--- config.mk ---
export PLATFORM = sky130hd
export DESIGN_NAME = matrix_xif_issue_queue
export DESIGN_NICKNAME = d
export VERILOG_FILES = /design/src/rtl/matrix_xif_pkg.sv /design/src/rtl/matrix_xif_issue_queue.sv
export SDC_FILE = /design/constraint.sdc
export NUM_CORES = 1
export LEC_CHECK = 0
export ABC_AREA = 1
export CAP_MARGIN = 25
export CORE_ASPECT_RATIO = 0.9
export CORE_MARGIN = 3
export CORE_UTILIZATION = 56
export CTS_CLUSTER_SIZE = 8
export DETAILED_ROUTE_END_ITERATION = 8
export PLACE_DENSITY = 0.8
export RECOVER_POWER = 100
export SLEW_MARGIN = 15
export SYNTH_ARGS = -nofsm -noshare
export SYNTH_HDL_FRONTEND = slang
export SYNTH_SLANG_ARGS = --single-unit
--- constraint.sdc ---
create_clock -name clk -period 12.54 [get_ports clk]
set_input_delay 2.508 -clock clk [delete_from_list [all_inputs] [get_ports clk]]
set_output_delay 2.508 -clock clk [all_outputs]
set_load 0.1 [all_outputs]
--- src/rtl/matrix_xif_pkg.sv ---
// matrix_xif_pkg
//   Shared definitions for the matrix accelerator CV-X-IF issue queue.
//   - MATRIX_OPCODE : default major opcode claimed by the accelerator
//   - entry_flags_t : per-entry status bits. Payload fields (instr, id, rs1,
//                     rs2) have parameterised widths, so they live in
//                     separate arrays in the queue.
//   - is_matrix_op  : opcode decode used for the accept decision
package matrix_xif_pkg;

  localparam logic [6:0] MATRIX_OPCODE = 7'h2B;

  typedef struct packed {
    logic valid;
    logic ops_ok;
    logic committed;
    logic killed;
  } entry_flags_t;

  function automatic logic is_matrix_op(input logic [31:0] instr,
                                        input logic [6:0]  opcode);
    return instr[6:0] == opcode;
  endfunction

endpackage

--- src/rtl/matrix_xif_issue_queue.sv ---
// matrix_xif_issue_queue
//   In-order offload buffer between the CV-X-IF coprocessor port and the
//   matrix execute pipeline. Accepts instructions by opcode, collects their
//   source operands, tracks commit/kill per entry, and dispatches committed,
//   non-killed instructions in issue order.
//
// Ports
//   clk, rst                      clock, synchronous active-high reset
//   issue_*                       instruction offer / accept handshake
//   register_*                    source operand transfer (tagged by id)
//   commit_*                      commit or kill event (tagged by id)
//   exec_*                        head instruction + operands to executor
//   count_o                       number of occupied entries
module matrix_xif_issue_queue
  import matrix_xif_pkg::*;
#(
  parameter logic [6:0] OPCODE   = MATRIX_OPCODE,
  parameter int         ID_WIDTH = 4,
  parameter int         XLEN     = 64,
  parameter int         DEPTH    = 4
) (
  input  logic                    clk,
  input  logic                    rst,
  input  logic                    issue_valid_i,
  output logic                    issue_ready_o,
  input  logic [31:0]             issue_instr_i,
  input  logic [ID_WIDTH-1:0]     issue_id_i,
  output logic                    issue_accept_o,
  output logic                    issue_writeback_o,
  output logic [1:0]              issue_register_read_o,
  input  logic                    register_valid_i,
  output logic                    register_ready_o,
  input  logic [ID_WIDTH-1:0]     register_id_i,
  input  logic [2*XLEN-1:0]       register_rs_i,
  input  logic [1:0]              register_rs_valid_i,
  input  logic                    commit_valid_i,
  input  logic [ID_WIDTH-1:0]     commit_id_i,
  input  logic                    commit_kill_i,
  output logic                    exec_valid_o,
  input  logic                    exec_ready_i,
  output logic [31:0]             exec_instr_o,
  output logic [ID_WIDTH-1:0]     exec_id_o,
  output logic [XLEN-1:0]         exec_rs1_o,
  output logic [XLEN-1:0]         exec_rs2_o,
  output logic [$clog2(DEPTH):0]  count_o
);

  localparam int PW = $clog2(DEPTH);
  localparam int CW = PW + 1;

  entry_flags_t          flags_reg [DEPTH];
  logic [31:0]           instr_reg [DEPTH];
  logic [ID_WIDTH-1:0]   id_reg    [DEPTH];
  logic [XLEN-1:0]       rs1_reg   [DEPTH];
  logic [XLEN-1:0]       rs2_reg   [DEPTH];

  logic [PW-1:0] head_reg;
  logic [PW-1:0] tail_reg;
  logic [CW-1:0] count_reg;

  entry_flags_t  head_flags;
  logic          alloc;
  logic          reg_fire;
  logic          kill_free;
  logic          dispatch_free;
  logic          free;
  logic          reg_hit;
  logic [PW-1:0] reg_idx;
  logic          cmt_hit;
  logic [PW-1:0] cmt_idx;

  // Issue side: readiness comes from the registered count only, so a head
  // being freed this cycle never lets a full queue take a new instruction.
  assign issue_ready_o         = (count_reg < CW'(DEPTH));
  assign issue_accept_o        = is_matrix_op(issue_instr_i, OPCODE);
  assign issue_writeback_o     = 1'b0;
  assign issue_register_read_o = issue_accept_o ? 2'b11 : 2'b00;
  assign register_ready_o      = &register_rs_valid_i;

  assign alloc    = issue_valid_i & issue_ready_o & issue_accept_o;
  assign reg_fire = register_valid_i & register_ready_o;

  // Head status is purely registered; register/commit inputs only reach the
  // executor one cycle later through the entry flags.
  assign head_flags    = flags_reg[head_reg];
  assign exec_valid_o  = head_flags.valid & head_flags.committed &
                         head_flags.ops_ok & ~head_flags.killed;
  assign kill_free     = head_flags.valid & head_flags.killed;
  assign dispatch_free = exec_valid_o & exec_ready_i;
  assign free          = kill_free | dispatch_free;

  // Payload is masked while nothing is presented so the executor sees zeros
  // out of reset and between dispatches.
  assign exec_instr_o = exec_valid_o ? instr_reg[head_reg] : '0;
  assign exec_id_o    = exec_valid_o ? id_reg[head_reg]    : '0;
  assign exec_rs1_o   = exec_valid_o ? rs1_reg[head_reg]   : '0;
  assign exec_rs2_o   = exec_valid_o ? rs2_reg[head_reg]   : '0;
  assign count_o      = count_reg;

  // Id match, scanning from head so the oldest matching entry wins.
  always_comb begin
    logic [PW-1:0] scan_idx;
    reg_hit  = 1'b0;
    reg_idx  = '0;
    cmt_hit  = 1'b0;
    cmt_idx  = '0;
    scan_idx = '0;
    for (int k = 0; k < DEPTH; k++) begin
      scan_idx = head_reg + PW'(k);
      if (!reg_hit && flags_reg[scan_idx].valid && !flags_reg[scan_idx].ops_ok &&
          id_reg[scan_idx] == register_id_i) begin
        reg_hit = 1'b1;
        reg_idx = scan_idx;
      end
      if (!cmt_hit && flags_reg[scan_idx].valid &&
          id_reg[scan_idx] == commit_id_i) begin
        cmt_hit = 1'b1;
        cmt_idx = scan_idx;
      end
    end
  end

  genvar gi;
  generate
    for (gi = 0; gi < DEPTH; gi++) begin : g_entry
      logic is_tail;
      logic is_head;
      logic reg_sel;
      logic cmt_sel;

      assign is_tail = (tail_reg == PW'(gi));
      assign is_head = (head_reg == PW'(gi));
      assign reg_sel = reg_fire & reg_hit & (reg_idx == PW'(gi));
      assign cmt_sel = commit_valid_i & cmt_hit & (cmt_idx == PW'(gi));

      // Allocation only targets an invalid slot (the queue is not full), so
      // it never collides with register/commit updates or a head free.
      always_ff @(posedge clk) begin
        if (rst) begin
          flags_reg[gi] <= '0;
        end else if (alloc && is_tail) begin
          flags_reg[gi] <= '{valid: 1'b1, default: 1'b0};
        end else begin
          if (reg_sel) begin
            flags_reg[gi].ops_ok <= 1'b1;
          end
          if (cmt_sel) begin
            if (!commit_kill_i) begin
              flags_reg[gi].committed <= 1'b1;
            end else if (!(exec_valid_o && is_head)) begin
              // A head already presenting to the executor is committed work.
              flags_reg[gi].killed <= 1'b1;
            end
          end
          if (free && is_head) begin
            flags_reg[gi].valid <= 1'b0;
          end
        end
      end

      always_ff @(posedge clk) begin
        if (alloc && is_tail) begin
          instr_reg[gi] <= issue_instr_i;
          id_reg[gi]    <= issue_id_i;
        end
        if (reg_sel) begin
          rs1_reg[gi] <= register_rs_i[XLEN-1:0];
          rs2_reg[gi] <= register_rs_i[2*XLEN-1:XLEN];
        end
      end
    end
  endgenerate

  always_ff @(posedge clk) begin
    if (rst) begin
      head_reg  <= '0;
      tail_reg  <= '0;
      count_reg <= '0;
    end else begin
      head_reg <= head_reg + PW'(free);
      tail_reg <= tail_reg + PW'(alloc);
      case ({alloc, free})
        2'b10:   count_reg <= count_reg + CW'(1);
        2'b01:   count_reg <= count_reg - CW'(1);
        default: count_reg <= count_reg;
      endcase
    end
  end

endmodule

; Word level (Yosys, flattened, before mapping)
; Memory sizes are Yosys's and may differ from the RTL's. A register that Yosys moved wholly into a read port is not among the register bits.
; Index checks and enable logic that the tools add are counted.
[op_classes]
n_eq_ne = 23
muxes = 178
order_cmp = 1
bitwise_logic = 40
n_reduce_logical = 58
add_sub_neg = 7
[ops]
columns = cell, n
row1 = $mux W64, 8
row2 = $reduce_or A64 Y1, 6
row3 = $mux W1, 131
row4 = $mux W32, 4
row5 = $reduce_or A32 Y1, 3
row6 = $mux W2, 26
row7 = $eq A4 B4 Y1, 8
row8 = $mux W4, 8
row9 = $logic_and A1 B1 Y1, 30
row10 = $or A1 B1 Y1, 21
row11 = $and A1 B1 Y1, 18
row12 = $eq A2 B2 Y1 const B, 9
row13 = $reduce_or A4 Y1, 3
row14 = $eq A2 B1 Y1 const B, 5
row15 = $logic_not A1 Y1, 10
row16 = $logic_not A2 Y1, 4
row17 = $eq A7 B6 Y1 const B, 1
row18 = $pmux W3 S2, 1
row19 = $add A2 B1 Y2, 2
row20 = $add A2 B2 Y2 const B, 2
row21 = $add A3 B1 Y3 const B, 1
row22 = $lt A3 B3 Y1 const B, 1
row23 = $sub A3 B1 Y3 const B, 1
row24 = $add A2 B1 Y2 const B, 1
row25 = 3 further kinds, 3
[totals]
inputBits = 181
output_inout_bits = 174
ram_bits = 672
mem_count = 5
register_bits = 7
word_cells = 315
[memory_table]
columns = memory, depth, word_bits, rd, rd_clocked_by_memory_dff, write_ports, line
row1 = rs1_reg, 4, 64, 1, 1, 1, matrix_xif_issue_queue.sv:54  ; logic [XLEN-1:0] rs1_reg [DEPTH];
row2 = rs2_reg, 4, 64, 1, 1, 1, matrix_xif_issue_queue.sv:55  ; logic [XLEN-1:0] rs2_reg [DEPTH];
row3 = instr_reg, 4, 32, 1, 1, 1, matrix_xif_issue_queue.sv:52  ; logic [31:0] instr_reg [DEPTH];
row4 = flags_reg, 4, 4, 4, 1, 4, matrix_xif_issue_queue.sv:51  ; entry_flags_t flags_reg [DEPTH];
row5 = id_reg, 4, 4, 4, 1, 1, matrix_xif_issue_queue.sv:53  ; logic [ID_WIDTH-1:0] id_reg [DEPTH];

; Depth between registers and ports, before layout
; Gate-level depths: netlist (run 1).
[logic_depth]
word_depth = 27
depth_mapped = 21
mapped_depth_nobuf = 17

; Worst setup path after synthesis (run 1)
; OpenSTA, ideal clock, no wires.
[synth_timing]
path_type = input to register
from = input register_rs_valid_i[0]
to = memory rs1_reg[0][0], enable pin
path_buffers = 0
t_arrival_ns = 9.081
cell_stages = 6
setup_ns = 0.617
slack_ns = 2.843
required_time_ns = 11.923
path_cell_list = nand2_1 inv_1 nand2_1 nor2_8 nand3_2 nor2_1
[synth_between]
word_cells_on_any_way = 24
cone_classes = mux: 14 / bitwise: 6 / reduce/logical: 4
[synth_lines]
columns = element, line
row1 = start: declaration, matrix_xif_issue_queue.sv:35  ; input logic [1:0] register_rs_valid_i,
row2 = $reduce_and A2 Y1, matrix_xif_issue_queue.sv:78  ; assign register_ready_o = &register_rs_valid_i;
row3 = via register_ready_o, matrix_xif_issue_queue.sv:32  ; output logic register_ready_o,
row4 = $and A1 B1 Y1, matrix_xif_issue_queue.sv:81  ; assign reg_fire = register_valid_i & register_ready_o;
row5 = $and A1 B1 Y1 (2 in series), matrix_xif_issue_queue.sv:133  ; assign reg_sel = reg_fire & reg_hit & (reg_idx == PW'(gi));
row6 = via g_entry[0].reg_sel, matrix_xif_issue_queue.sv:128  ; logic reg_sel;
row7 = $mux W1, matrix_xif_issue_queue.sv:166  ; if (reg_sel) begin
row8 = $mux W1 (not written as such), matrix_xif_issue_queue.sv:167  ; rs1_reg[gi] <= register_rs_i[XLEN-1:0];
row9 = $mux W1 (no line) (3 in series), --
row10 = end: declaration, matrix_xif_issue_queue.sv:54
; The timed path passes the listed nets, and every way through them passes these cells.

; Worst setup path after layout (run 1)
[layout_timing]
from = register head_reg[0]
to = memory rs1_reg[1][55], enable pin
[layout_between]
elab_chain_cells = 24
word_cells_on_any_way = 55
cone_classes = add/sub: 3 / eq/ne: 6 / mux: 21 / bitwise: 5 / reduce/logical: 18 / memory: 2
[layout_lines]
columns = element, line
row1 = start: declaration, matrix_xif_issue_queue.sv:57  ; logic [PW-1:0] head_reg;
row2 = start signal: assignment, matrix_xif_issue_queue.sv:180  ; head_reg <= head_reg + PW'(free);
row3 = branches (longest 17 deep; another with $mem_v2 Z4 W4), --
row4 = $and A1 B1 Y1 *, matrix_xif_issue_queue.sv:133
row5 = via g_entry[1].reg_sel, matrix_xif_issue_queue.sv:128
row6 = $mux W1 *, matrix_xif_issue_queue.sv:166
row7 = $mux W1 (not written as such) *, matrix_xif_issue_queue.sv:167
row8 = $reduce_or A64 Y1 (no line), --
row9 = $mux W2 (no line) / $mux W1 (equally long branches) (3 in series), --
; Mark *: on every way through the listed nets, which the timed path passes.

==> qor.csv, run 1 <==
metric,value,unit
p_clk_frac,0.427,
crit_slowest_cell,clkinvlp_2,
final_cells,3466,
synth_edf_count,672,
seqPwrFrac,0.471,
first_pass_iters,6,
cts_setup_buffers,0,
synth.distinct_cells,37,
end_kind,flop,
yosysTopAreaCell,edfxtp_1,
yosysWarnings,0,
yosysMostFrequentCell,nor2_1,
power_density,154.4,nW/µm²
max_cap_viol_count,9,
p_int,4.042,mW
dieWidth,242.3,µm
overflow,0,
drt.antenna.violating_nets,0,
utilization,0.7023,
synthArstFlopShare,0,
cts_tree,done,
slew_violations,455,
synth_top_area_share,0.7173,
arrival,10.16,ns
port_buffers,353,
cts_buffers,95,
hold_slack,0.5399,ns
synth.area.top_cells,"edfxtp_1 (72%), nor2_1 (9.2%), o21ai_0 (5.8%), a21oi_1 (3.0%), nand2_1 (2.4%)",
required,12.82,ns
routabilityCongestion,0.9101,
syn_inst,2421,
netlist_top_cells_count,"nor2_1 (688), edfxtp_1 (672), o21ai_0 (325), nand2_1 (182), a21oi_1 (168)",
coreArea,49420,µm²
grt_max_degree,156,
ys.flop_type,edfxtp_1,
avgViaCountPerCell,5.724,
use_met3,0.06772,
cts_resized,0,
holdBufCountCts,0,
max_slew_margin,-1.866,
drc_errors,0,
fillCellCount,3289,
ys_seq_area_frac,0.7223,
num_io_pins,355,
synth_nets,2610,
status,"complete, but fails checks",
nets,2941,
max-vdd-ir-drop,0.1493,mV
setup_violations,0,
wl_per_cell,21.08,µm
area_growth,23.38,%
initial_utilization,0.5692,
p_switching,1.318,mW
min_period,9.884,ns
fp.dieH,218.6,µm
use_met2,0.4522,
fmax,101.2,MHz
ys_seq_elements,679,
crit_type,reg -> reg,
cts_buffer_depth,3,
cp_max_fo,155,
vias,19840,
cts_num_sinks,679,
rsz0062_at_grt,false,
dpl.hpwl,42.36,mm
startpoint_type,flop,
clk_latency,0.65,ns
p_total,5.360,mW
hold_viol,0,
placedCellCount,3323,
worst_pin_slew,4.275,ns
fp-row-count,77,
min_path_type,reg -> reg,
grt_pass1_wl,111.1,mm
grt_antenna_before_repair,29,
drt-total-wl,73.05,mm
ctsHtreeMaxLevel,3,
cellLeakagePower,12.74,nW
power_frac_comb,0.103,
root_buffer,clkbuf_16,
finalSetupTns,0,ns
swShare,0.2459,
slowest_delay,3.22,ns
drive_above_1_share,0.06273,
grt_usage,0.2718,
grt_pass1_vias,19780,
syn-cell-area,28130,µm²
skew,0.03321,ns
avgSynthCellArea,11.62,µm²
first_iter_violations,2065,
cp_cell_sequence,"inv_8, buf_4, ha_1, inv_1, nand3_1, nand2_1, nand2_1, nand3_1, nor2_1, nand2_2, nand2_1, nor2_1, nand2_1, nand3_1, nand3_1, clkinvlp_2, buf_4",
violations,"max-capacitance violations, max-slew violations",
clk_pin_slew,0.05,ns
period_share,0.7882,
use_met1,0.3478,
dieArea,52960,µm²
busiest_layer,met2,
==> layout make-up <==
class / count / area [µm²] / area share
timing repair buffer: 373 / 3737 / 0.1077
clock buffer: 113 / 2497 / 0.07195
clock inverter: 6 / 138.9 / 0.004001
antenna: 21 / 52.55 / 0.001514
multi-input combinational: 1535 / 6844 / 0.1972
sequential: 679 / 20330 / 0.5857
tap: 671 / 839.6 / 0.02419
inverter: 68 / 271.5 / 0.007823
==> kinds of logic (layout without fill, tap and decap cells) <==
logic type      after synthesis  after routing  share of synthesized area
other cells                   1             22                  0.0001333
flops                       679            679                     0.7223
fa+ha+maj                     8              8                   0.003825
xor+xnor                      3              3                  0.0009342
simple gates               1021           1021                     0.1521
buf+inv                     207            560                    0.03113
compound gates              502            502                    0.08958
==> final timing paths <==
kind                           startpoint                        to  slack, ns  cells past startpoint
setup / recovery   head_reg[0]$_SDFF_PP0_  rs1_reg[1][55]$_DFFE_PP_       2.66                     17
setup reg to reg   head_reg[0]$_SDFF_PP0_  rs1_reg[1][55]$_DFFE_PP_       2.66                     17
hold / removal    count_o[0]$_SDFFE_PP0P_   count_o[0]$_SDFFE_PP0P_       0.54                      2
hold reg to reg   count_o[0]$_SDFFE_PP0P_   count_o[0]$_SDFFE_PP0P_       0.54                      2
==> power groups by stage <==
stage,Sequential [mW],Clock [mW],Combinational (mW)
floorplan,2.56,0,0.376
global placement,2.56,0,0.546
detailed placement,2.56,0,0.558
CTS,2.52,2.31,0.562
global route,2.52,2.43,0.597
finish,2.52,2.29,0.551
==> critical path, delay by kind of cell, from the launching register on <==
family	cells	cell delay, ns
buffers and inverters	5	6.63
adders and majority gates	1	0.67
DFF	1	0.56
and+or+nand+nor	11	1.56
==> through the flow <==
stage	instance area, µm²	setup slack, ns
3_3_place_gp	32060	4.600
3_5_place_dp	32060	4.470
2_1_floorplan	28130	2.843
4_1_cts	34690	3.701
5_1_grt	34690	1.731
6_report	34710	2.656
==> cells in the final DEF, fill, tap and decap left out, types with 2 or more instances in the layout <==
| cell | netlist | final |
|---|---|---|
| a21oi_1 | 168 | 168 |
| edfxtp_1 | 672 | 672 |
| nand3_1 | 74 | 83 |
| clkdlybuf4s50_1 | 0 | 16 |
| ha_1 | 7 | 7 |
| xnor2_1 | 2 | 2 |
| nor3_1 | 6 | 6 |
| buf_4 | 4 | 15 |
| nor2_1 | 688 | 692 |
| inv_16 | 0 | 2 |
| nand2_1 | 182 | 187 |
| clkinv_16 | 0 | 3 |
| nor2_4 | 5 | 4 |
| nand4_1 | 11 | 11 |
| clkbuf_16 | 0 | 97 |
| diode_2 | 0 | 21 |
| nor2_2 | 9 | 7 |
| buf_16 | 0 | 3 |
| nand3_2 | 24 | 15 |
| o21ai_1 | 6 | 5 |
| clkbuf_1 | 74 | 16 |
| inv_2 | 8 | 6 |
| inv_1 | 59 | 57 |
| dlygate4sd3_1 | 0 | 337 |
| dfxtp_4 | 0 | 2 |
| o22ai_1 | 2 | 2 |
| dfxtp_1 | 7 | 5 |
| clkinvlp_2 | 0 | 3 |
| nand2_2 | 13 | 9 |
| o21ai_0 | 325 | 326 |
==> metal layers <==
| layer | part of all wire | vias up | wire [µm] |
|---|---|---|---|
| li1 | - | 9137 | - |
| met1 | 0.39 | 9645 | 28630 |
| met2 | 0.49 | 865 | 36120 |
| met3 | 0.081 | 176 | 5891 |
| met4 | 0.031 | 18 | 2293 |
| met5 | 0.0016 | - | 116 |
(Power assumes the default switching activity.)
==> inputs of run 2 (changes only) <==
clock period = 10.1 ns   (was 12.54 ns; I/O delays follow)
==> run 2 against run 1 <==
The run still ends with max-capacitance violations, max-slew violations left. Via count down 0.38%. Clock skew up 0.011 ns. First-iteration DRC count down 11%. Combinational power up 24%. Register-to-register slack better by 0.10 ns. Design area down 0.22%. Die area unchanged. Sequential share of layout area up 0.12 points. Core utilization down 0.15 points. Largest cell class unchanged. Highest routed layer unchanged.
==> qor.csv, run 2 (same netlist as run 1, synthesis figures left out) <==
metric,value,unit,change
status,"complete, but fails checks",,
violations,"max-capacitance violations, max-slew violations",,
cts_num_sinks,679,,unchanged
dpl.hpwl,41.61,mm,-1.8%
fmax,126.9,MHz,
end_kind,primary output,,
min_period,7.879,ns,
dieWidth,242.3,µm,unchanged
grt_antenna_before_repair,25,,-14%
wl_per_cell,20.86,µm,-1.0%
drt-total-wl,72.25,mm,-1.1%
cellLeakagePower,12.70,nW,-0.26%
period_share,0.7801,,
rsz0062_at_grt,false,,
cts_buffer_depth,3,,unchanged
coreArea,49420,µm²,unchanged
grt_pass1_vias,19800,,+0.086%
crit_type,reg -> out,,
overflow,0,,unchanged
root_buffer,clkbuf_16,,
holdBufCountCts,0,,unchanged
grt_pass1_wl,110.9,mm,-0.20%
hold_viol,0,,unchanged
clk_pin_slew,0.05,ns,about the same
cts_buffers,94,,-1.1%
cts_setup_buffers,0,,unchanged
max_cap_viol_count,7,,-2
min_path_type,reg -> reg,,
worst_pin_slew,2.543,ns,-1.733 ns
path_common_cell,buf_4,,
num_io_pins,355,,unchanged
cts_resized,0,,unchanged
skew,0.04392,ns,+0.01071 ns
cp_max_fo,60,,-61%
area_growth,23.11,%,
avgViaCountPerCell,5.708,,-0.29%
first_iter_violations,1833,,-11%
cp_top_family,buffers and inverters,,
ctsHtreeMaxLevel,3,,unchanged
cts_tree,done,,
drive_above_1_share,0.06171,,-0.001015
drc_errors,0,,unchanged
finalSetupTns,0,ns,unchanged
p_total,6.584,mW,+23%
dieArea,52960,µm²,unchanged
power_density,190.1,nW/µm²,+23%
initial_utilization,0.5692,,unchanged
clk_latency,0.65,ns,about the same
drt.antenna.violating_nets,0,,unchanged
arrival,5.86,ns,-4.30 ns
max-vdd-ir-drop,0.1519,mV,+1.8%
setup_violations,0,,unchanged
port_buffers,353,,unchanged
grt_max_degree,214,,+37%
fp-row-count,77,,unchanged
startpoint_type,flop,,
required,8.08,ns,-4.74 ns
slew_violations,280,,-38%
worst-path-buf-inv,5,,unchanged
fp.dieH,218.6,µm,unchanged
max_slew_margin,-0.6952,,+1.171
nets,2940,,-0.034%
layout_common_cells,"nor2_1 (692), edfxtp_1 (672), dlygate4sd3_1 (336), o21ai_0 (327), nand2_1 (185)",,
cp_cell_sequence,"buf_12, buf_4, nand2_1, nand3_1, o21ai_0, nand4_1, buf_4, buf_4, a21oi_1, dlygate4sd3_1",,
final_common_cell,nor2_1,,
grt_usage,0.2707,,-0.001055
first_pass_iters,5,,-1
crit_slowest_cell,dfxtp_1,,
routabilityCongestion,0.8869,,-2.5%
vias,19770,,-0.38%
slowest_delay,1.38,ns,-1.84 ns
run 2: cell count changes in the layout (fill, tap and decap cells not counted), sizes merged:
cell and change:
dlygate4sd3 -1, clkdlybuf4s50 +1, buf -1, clkbuf -3
clkinvlp -3, inv +7, clkinv -3
run 2: power by group:
group	switching, mW	total [mW]	internal [mW]
combinational	0.503	0.685	0.183
sequential	0.0125	3.13	3.11
clock	1.11	2.77	1.66
total	1.62	6.58	4.96
run 2: worst paths after layout:
path | start | endpoint | slack (ns) | cells past startpoint
setup / recovery | head_reg[0]$_SDFF_PP0_ | exec_rs1_o[54] | 2.22 | 10
hold / removal | count_o[1]$_SDFFE_PP0P_ | count_o[1]$_SDFFE_PP0P_ | 0.54 | 2
setup reg to reg | head_reg[0]$_SDFF_PP0_ | rs2_reg[0][16]$_DFFE_PP_ | 2.76 | 16
hold reg to reg | count_o[1]$_SDFFE_PP0P_ | count_o[1]$_SDFFE_PP0P_ | 0.54 | 2
run 2: cell type report:
class | instances | area, µm²
sequential | 679 | 20320
timing repair buffer | 373 | 3739
multi-input combinational | 1535 | 6859
clock buffer | 109 | 2409
tap | 671 | 839.6
inverter | 68 | 282.8
clock inverter | 7 | 127.6
antenna | 21 | 52.55
fill | 3342 | 14790
run 2: per-layer routing:
layer,up-vias,track usage,share of wire
met2,851,0.4404,0.49
met1,9588,0.3532,0.39
met4,16,0.1014,0.031
li1,9141,-,-
met3,170,0.07263,0.085
met5,-,0,0.0013
run 2: worst min-delay path, cell delays in order, from the launching register on:
cell     delay, ns
dfxtp_1       0.35
a21oi_1       0.08
nor2_1        0.08
run 2: metrics by stage:
| stage | instances | hold WS [ns] | utilization | instance area (µm²) | worst slack, ns |
|---|---|---|---|---|---|
| finish | 3463 | 0.5378 | 0.7007 | 34630 | 2.221 |
| global placement | 3323 | 0.5011 | 0.6489 | 32070 | 3.621 |
| detailed placement | 3323 | 0.5413 | 0.6489 | 32070 | 3.502 |
| CTS | 3439 | 0.5431 | 0.7002 | 34610 | 2.796 |
| global route | 3453 | 0.5628 | 0.7002 | 34610 | 1.794 |
| floorplan | 2421 | 0.5451 | - | 28130 | 0.8907 |
